==> config.mk <==
export PLATFORM = sky130hd
export DESIGN_NAME = shift_register_sequencer_flat
export DESIGN_NICKNAME = d
export VERILOG_FILES = /design/src/rtl/shift_register_sequencer_pkg.sv /design/src/rtl/shift_register_sequencer_if.sv /design/src/rtl/shift_step_counter.sv /design/src/rtl/shift_register_sequencer.sv /design/src/flat_wrapper.sv
export SDC_FILE = /design/constraint.sdc
export NUM_CORES = 1
export LEC_CHECK = 0
export CORE_ASPECT_RATIO = 1.75
export CORE_MARGIN = 2
export CORE_UTILIZATION = 45
export DETAILED_ROUTE_END_ITERATION = 8
export MAX_ROUTING_LAYER = met4
export PLACE_DENSITY = 0.84
export SETUP_SLACK_MARGIN = 0.05
export SLEW_MARGIN = 10
export SYNTH_ARGS = -nofsm -noshare
export SYNTH_HDL_FRONTEND = slang
export SYNTH_SLANG_ARGS = --single-unit
==> constraint.sdc <==
create_clock -name clk -period 2.9 [get_ports clk]
set_clock_uncertainty 0.2 [all_clocks]
set_input_delay 0.58 -clock clk [delete_from_list [all_inputs] [get_ports clk]]
set_output_delay 0.58 -clock clk [all_outputs]
set_load 0.01 [all_outputs]
==> src/rtl/shift_register_sequencer_pkg.sv <==
// Shared types and constants for the shift register sequencer.
package shift_register_sequencer_pkg;

  // Command operations; encodings 5-7 are illegal.
  typedef enum logic [2:0] {
    OP_LOAD = 3'd0,
    OP_SHR  = 3'd1,
    OP_SHL  = 3'd2,
    OP_ROTR = 3'd3,
    OP_ROTL = 3'd4
  } cmd_op_e;

  // Opcodes understood by the universal shift register datapath.
  localparam logic [1:0] USR_HOLD = 2'b00;
  localparam logic [1:0] USR_SHR  = 2'b01;
  localparam logic [1:0] USR_SHL  = 2'b10;
  localparam logic [1:0] USR_LOAD = 2'b11;

  // Sequencer FSM states.
  typedef enum logic [1:0] {
    ST_IDLE = 2'd0,
    ST_EXEC = 2'd1,
    ST_DONE = 2'd2
  } state_e;

  function automatic logic op_is_legal(input logic [2:0] op);
    return op <= 3'd4;
  endfunction

endpackage

==> src/rtl/shift_register_sequencer_if.sv <==
// Command channel between a requester (master) and the sequencer (slave).
// Handshake: a command transfers on a rising edge where cmd_valid and
// cmd_ready are both high; the master holds cmd_* stable while cmd_valid is
// high and ready is low. done/err are single-cycle completion pulses.
interface shift_register_sequencer_if #(
  parameter int N  = 8,
  parameter int CW = 4
);
  logic          cmd_valid;
  logic          cmd_ready;
  logic [2:0]    cmd_op;
  logic [CW-1:0] cmd_count;
  logic [N-1:0]  cmd_data;
  logic          cmd_fill;
  logic          done;
  logic          err;

  modport master (
    output cmd_valid, cmd_op, cmd_count, cmd_data, cmd_fill,
    input  cmd_ready, done, err
  );

  modport slave (
    input  cmd_valid, cmd_op, cmd_count, cmd_data, cmd_fill,
    output cmd_ready, done, err
  );
endinterface

==> src/rtl/shift_step_counter.sv <==
// Loadable down-counter with a zero flag; counts EXEC steps remaining.
module shift_step_counter #(
  parameter int CW = 4
) (
  input  logic          clk,
  input  logic          rst,
  input  logic          load,
  input  logic [CW-1:0] load_val,
  input  logic          dec,
  output logic          zero
);
  logic [CW-1:0] count_q, count_d;

  // Load has priority over decrement; decrement stops at zero.
  always_comb begin
    count_d = count_q;
    if (load) begin
      count_d = load_val;
    end else if (dec && (count_q != '0)) begin
      count_d = count_q - CW'(1);
    end
  end

  // Counter register.
  always_ff @(posedge clk) begin
    if (rst) begin
      count_q <= '0;
    end else begin
      count_q <= count_d;
    end
  end

  assign zero = (count_q == '0);
endmodule

==> src/rtl/shift_register_sequencer.sv <==
// Sequences LOAD/shift/rotate commands onto a universal shift register.
module shift_register_sequencer
  import shift_register_sequencer_pkg::*;
#(
  parameter int N  = 8,
  parameter int CW = 4
) (
  input  logic                        clk,
  input  logic                        rst,
  shift_register_sequencer_if.slave   cmd,
  output logic [1:0]                  usr_opcode,
  output logic [N-1:0]                usr_parallel_in,
  output logic                        usr_msb_in,
  output logic                        usr_lsb_in,
  input  logic [N-1:0]                usr_out,
  output state_e                      dbg_state
);
  state_e        state_q, state_d;
  logic [2:0]    op_q, op_d;
  logic [N-1:0]  data_q, data_d;
  logic          fill_q, fill_d;
  logic          cnt_load, cnt_dec, cnt_zero;
  logic [CW-1:0] cnt_load_val;

  // Only usr_out[0] and usr_out[N-1] feed back; the rest is intentionally unused.
  logic unused_usr_out;
  assign unused_usr_out = ^usr_out;

  // The counter holds "steps remaining after this one", so EXEC ends on zero.
  shift_step_counter #(.CW(CW)) u_step_counter (
    .clk      (clk),
    .rst      (rst),
    .load     (cnt_load),
    .load_val (cnt_load_val),
    .dec      (cnt_dec),
    .zero     (cnt_zero)
  );

  // Next-state logic, command latching and step counter control.
  always_comb begin
    state_d      = state_q;
    op_d         = op_q;
    data_d       = data_q;
    fill_d       = fill_q;
    cnt_load     = 1'b0;
    cnt_load_val = '0;
    cnt_dec      = 1'b0;
    unique case (state_q)
      ST_IDLE: begin
        if (cmd.cmd_valid) begin
          op_d     = cmd.cmd_op;
          data_d   = cmd.cmd_data;
          fill_d   = cmd.cmd_fill;
          cnt_load = 1'b1;
          if (!op_is_legal(cmd.cmd_op)) begin
            state_d = ST_DONE;
          end else if (cmd.cmd_op == OP_LOAD) begin
            state_d = ST_EXEC;
          end else if (cmd.cmd_count == '0) begin
            state_d = ST_DONE;
          end else begin
            cnt_load_val = cmd.cmd_count - CW'(1);
            state_d      = ST_EXEC;
          end
        end
      end
      ST_EXEC: begin
        if (cnt_zero) begin
          state_d = ST_DONE;
        end else begin
          cnt_dec = 1'b1;
        end
      end
      ST_DONE: state_d = ST_IDLE;
      default: state_d = ST_IDLE;
    endcase
  end

  // State and latched command fields.
  always_ff @(posedge clk) begin
    if (rst) begin
      state_q <= ST_IDLE;
      op_q    <= '0;
      data_q  <= '0;
      fill_q  <= 1'b0;
    end else begin
      state_q <= state_d;
      op_q    <= op_d;
      data_q  <= data_d;
      fill_q  <= fill_d;
    end
  end

  // Datapath drive decoded from state and latched fields only.
  always_comb begin
    usr_opcode      = USR_HOLD;
    usr_parallel_in = '0;
    usr_msb_in      = 1'b0;
    usr_lsb_in      = 1'b0;
    if (state_q == ST_EXEC) begin
      unique case (op_q)
        OP_LOAD: begin
          usr_opcode      = USR_LOAD;
          usr_parallel_in = data_q;
        end
        OP_SHR: begin
          usr_opcode = USR_SHR;
          usr_msb_in = fill_q;
        end
        OP_SHL: begin
          usr_opcode = USR_SHL;
          usr_lsb_in = fill_q;
        end
        OP_ROTR: begin
          usr_opcode = USR_SHR;
          usr_msb_in = usr_out[0];
        end
        OP_ROTL: begin
          usr_opcode = USR_SHL;
          usr_lsb_in = usr_out[N-1];
        end
        default: usr_opcode = USR_HOLD;
      endcase
    end
  end

  assign cmd.cmd_ready = (state_q == ST_IDLE);
  assign cmd.done      = (state_q == ST_DONE);
  assign cmd.err       = (state_q == ST_DONE) && !op_is_legal(op_q);
  assign dbg_state     = state_q;
endmodule

==> src/flat_wrapper.sv <==
// flat-port wrapper written by rule: the top's interface ports become plain ports
module shift_register_sequencer_flat import shift_register_sequencer_pkg::*;
#(
  parameter int N  = 8,
  parameter int CW = 4
)
  (clk, rst, usr_opcode, usr_parallel_in, usr_msb_in, usr_lsb_in, usr_out, dbg_state, cmd_cmd_valid, cmd_cmd_op, cmd_cmd_count, cmd_cmd_data, cmd_cmd_fill, cmd_cmd_ready, cmd_done, cmd_err);
  shift_register_sequencer_if #(.N(N), .CW(CW)) cmd_i ();
  input  logic clk;
  input  logic rst;
  output logic [1:0] usr_opcode;
  output logic [N-1:0] usr_parallel_in;
  output logic usr_msb_in;
  output logic usr_lsb_in;
  input  logic [N-1:0] usr_out;
  output state_e dbg_state;
  input wire logic [$bits(cmd_i.cmd_valid)-1:0] cmd_cmd_valid;
  input wire logic [$bits(cmd_i.cmd_op)-1:0] cmd_cmd_op;
  input wire logic [$bits(cmd_i.cmd_count)-1:0] cmd_cmd_count;
  input wire logic [$bits(cmd_i.cmd_data)-1:0] cmd_cmd_data;
  input wire logic [$bits(cmd_i.cmd_fill)-1:0] cmd_cmd_fill;
  output wire logic [$bits(cmd_i.cmd_ready)-1:0] cmd_cmd_ready;
  output wire logic [$bits(cmd_i.done)-1:0] cmd_done;
  output wire logic [$bits(cmd_i.err)-1:0] cmd_err;
  assign cmd_i.cmd_valid = cmd_cmd_valid;
  assign cmd_i.cmd_op = cmd_cmd_op;
  assign cmd_i.cmd_count = cmd_cmd_count;
  assign cmd_i.cmd_data = cmd_cmd_data;
  assign cmd_i.cmd_fill = cmd_cmd_fill;
  assign cmd_cmd_ready = cmd_i.cmd_ready;
  assign cmd_done = cmd_i.done;
  assign cmd_err = cmd_i.err;
  shift_register_sequencer #(.N(N), .CW(CW)) u_core (.clk(clk), .rst(rst), .cmd(cmd_i), .usr_opcode(usr_opcode), .usr_parallel_in(usr_parallel_in), .usr_msb_in(usr_msb_in), .usr_lsb_in(usr_lsb_in), .usr_out(usr_out), .dbg_state(dbg_state));
endmodule
==> flow_metrics.env <==
export IMPL_outcome="finished, final reports clean"
export IMPL_r2r_start="u_core.dbg_state[0]"
export IMPL_hold_worst_slack_ns=0.260
export IMPL_finalCriticalPeriod_ns=2.70
export IMPL_critPathLaunch="u_core.dbg_state[1]"
export IMPL_synthXorXnorAreaFrac_pct=3.41
export IMPL_cp_end_kind="output port"
export IMPL_clock_path_buffers=2
export IMPL_finalNonFillerCells=193
export IMPL_avgViaCountPerCell=5.42
export IMPL_fmax_mhz=370
export IMPL_syn_instance_count=130
export IMPL_ant_nets=0
export IMPL_synth_top_area_share_pct=35.0
export IMPL_max_slew_worst_pin_slew_ns=0.634
export IMPL_drv_slew=0
export IMPL_ys_seq_area_share_pct=35.0
export IMPL_grt_max_degree=15
export IMPL_track_usage_pct=23.2
export IMPL_chipHeight_microns=67.2
export IMPL_rsz0062_at_grt="no"
export IMPL_routed_wl_microns=2470
export IMPL_nFillCells=194
export IMPL_path_max_fanout=9
export IMPL_slew_headroom_pct=57.4
export IMPL_die_area_sq_mm=0.00270
export IMPL_area_delta_synth_final_pct=43.2
export IMPL_tritoncts="built"
export IMPL_post_drt_wl_per_cell_microns=12.8
export IMPL_path_clk_slew_ns=0.10
export IMPL_synth_area_leaders="dfxtp_1, nand2_1, a21oi_1"
export IMPL_synth_compound_area_share_pct=16.8
export IMPL_r2r_slack_ns=0.95
export IMPL_yosys_area_top_type="dfxtp_1"
export IMPL_numPortBuffers=37
export IMPL_drt_iter0_drc=18
export IMPL_p_int_mw=0.451
export IMPL_syn_area_sq_mm=0.00103
export IMPL_hold_start="u_core.data_q[7]"
export IMPL_placed_cells=189
export IMPL_clockRootBuffer="clkbuf_4"
export IMPL_cp_start_kind="flip-flop"
export IMPL_cellLeakagePower_nw=0.593
export IMPL_final_core_util_pct=69.5
export IMPL_yosys_warnings=0
export IMPL_yosysUniqueCellTypes=33
export IMPL_power_density_mw_per_mm2=434
export IMPL_synth_simple_area_share_pct=32.0
export IMPL_crit_arrival_ns=1.92
export IMPL_post_dp_hpwl_microns=1950
export IMPL_syn_num_nets=160
export IMPL_htreeDepth=1
export IMPL_start_util_pct=48.5
export IMPL_finalSetupViolations=0
export IMPL_avgSynthCellArea_sq_um=7.91
export IMPL_synthMuxAreaShare_pct=1.95
export IMPL_drv_cap=0
export IMPL_synth_edff_count=0
export IMPL_synthFlopType="dfxtp_1"
export IMPL_drive_gt1_share_pct=10.7
export IMPL_p_total_mw=0.639
export IMPL_drc=0
export IMPL_power_share_clock_pct=23.4
export IMPL_clock_latency_ns=0.29
export IMPL_synth_adder_area_share_pct=4.62
export IMPL_gp_congestion=0.837
export IMPL_power_switching_mw=0.188
export IMPL_clock_sinks=18
export IMPL_grt_first_pass_wirelength_microns=4240
export IMPL_antenna_cells=0
export IMPL_async_reset_ff_share_pct=0
export IMPL_row_count=22
export IMPL_first_pass_iters=4
export IMPL_grt_pass1_vias=1080
export IMPL_numCtsBuffers=3
export IMPL_vdd_drop_max_mv=0.344
export IMPL_fin_tns_setup_ns=0
export IMPL_hold_viol_final=0
export IMPL_synth_top_family_by_area="simple AND/OR/NAND/NOR gates"
export IMPL_cts_hold_buf=0
export IMPL_hp_class="reg -> reg"
export IMPL_ios=44
export IMPL_worstSetupPathType="reg -> out"
export IMPL_layout_common_cells="clkdlybuf4s50_1, nand2_1, a21oi_1"
export IMPL_synth_seq_cells=18
export IMPL_min_period_over_period_pct=93.2
export IMPL_final_common_cell="clkdlybuf4s50_1"
export IMPL_fp_dieW_microns=40.1
export IMPL_vias=1047
export IMPL_grt_overflow=0
export IMPL_power_share_switching_pct=29.4
export IMPL_p_seq_share_pct=45.6
export IMPL_cp_required_ns=2.12
export IMPL_combPwrFrac_pct=31.0
export IMPL_core_sq_mm=0.00212
export IMPL_final_nets=200
export IMPL_antenna_found_initial=0
## per-layer routing
layer  vias up  routed length, microns  global-route usage (%)  part of all wire [%]
met1       478                     875                    21.3                    35
met4         0                      74                    14.2                   3.0
met3         8                     138                    2.96                   5.6
met2        42                    1380                    41.5                    56
li1        519                       -                       -                     -
met5         -                       0                       -                     0
## state kept, by name (all words and copies together) (netlist names)
| signal | flops |
|---|---|
| u_core.dbg_state | 2 |
| u_core.fill_q | 1 |
| u_core.data_q | 8 |
| u_core.u_step_counter.count_q | 4 |
| u_core.op_q | 3 |
## worst paths after layout
check             cells after the start                                to
setup / recovery                      6                usr_parallel_in[0]
hold / removal                        2                  u_core.data_q[7]
setup reg to reg                      5  u_core.u_step_counter.count_q[0]
hold reg to reg                       2                  u_core.data_q[7]
## what timing repair did
action / in CTS / in global routing
gates resized for setup: 1 / 3
buffers inserted: 0 / 0
endpoints found under the setup margin: 8 / 8
pin swaps: 0 / 0
gates cloned: 0 / 0
## cell families (layout without fill, tap and decap cells)
group | Yosys count | after routing
simple gates | 62 | 62
compound gates | 27 | 27
flops | 18 | 18
buf+inv | 13 | 52
fa+ha+maj | 4 | 4
xor+xnor | 4 | 4
mux | 2 | 2
## power groups by stage
stage                     logic (mW)  clock network, mW  registers, mW
after global routing           0.219              0.166          0.295
final                          0.198              0.149          0.291
after global placement         0.191                  0          0.294
after CTS                      0.199              0.154          0.289
after floorplan                0.123                  0          0.290
after detailed placement       0.197                  0          0.295
## worst max-delay path, cell delays in order (launching register included)
cell and delay, ns:
dfxtp_2 0.38, nor2b_4 0.17, nand2b_1 0.11, nor3_1 0.15, buf_4 0.17, and2_1 0.12, clkdlybuf4s50_1 0.54
## cell usage after synthesis, drive strengths merged (2+ instances only)
| library cell | n |
|---|---|
| nor2 | 6 |
| clkbuf | 4 |
| inv | 6 |
| ha | 3 |
| nor3 | 8 |
| and2 | 8 |
| nand3b | 2 |
| nor2b | 2 |
| buf | 3 |
| a21oi | 18 |
| dfxtp | 18 |
| nor3b | 2 |
| or3b | 2 |
| mux2i | 2 |
| nand2 | 27 |
| nand2b | 2 |
| a211oi | 2 |
| o21ai | 2 |
| xor2 | 3 |
## metrics by stage
step                area [sq um]  setup slack (ns)
floorplan                   1030             0.724
global placement            1430             0.240
CTS                         1460            0.0695
detailed placement          1430             0.186
global route                1470            0.0576
finish                      1470             0.196
## area by class of cell
class / count / area [sq um] / area share, %
Inverter: 6 / 22.5 / 1.53
Tap cell: 24 / 30.0 / 2.04
Multi-Input combinational cell: 99 / 612 / 41.5
Clock buffer: 4 / 36.3 / 2.46
Timing Repair Buffer: 42 / 410 / 27.9
Sequential cell: 18 / 362 / 24.6
Power figures use the tool's default switching activity.
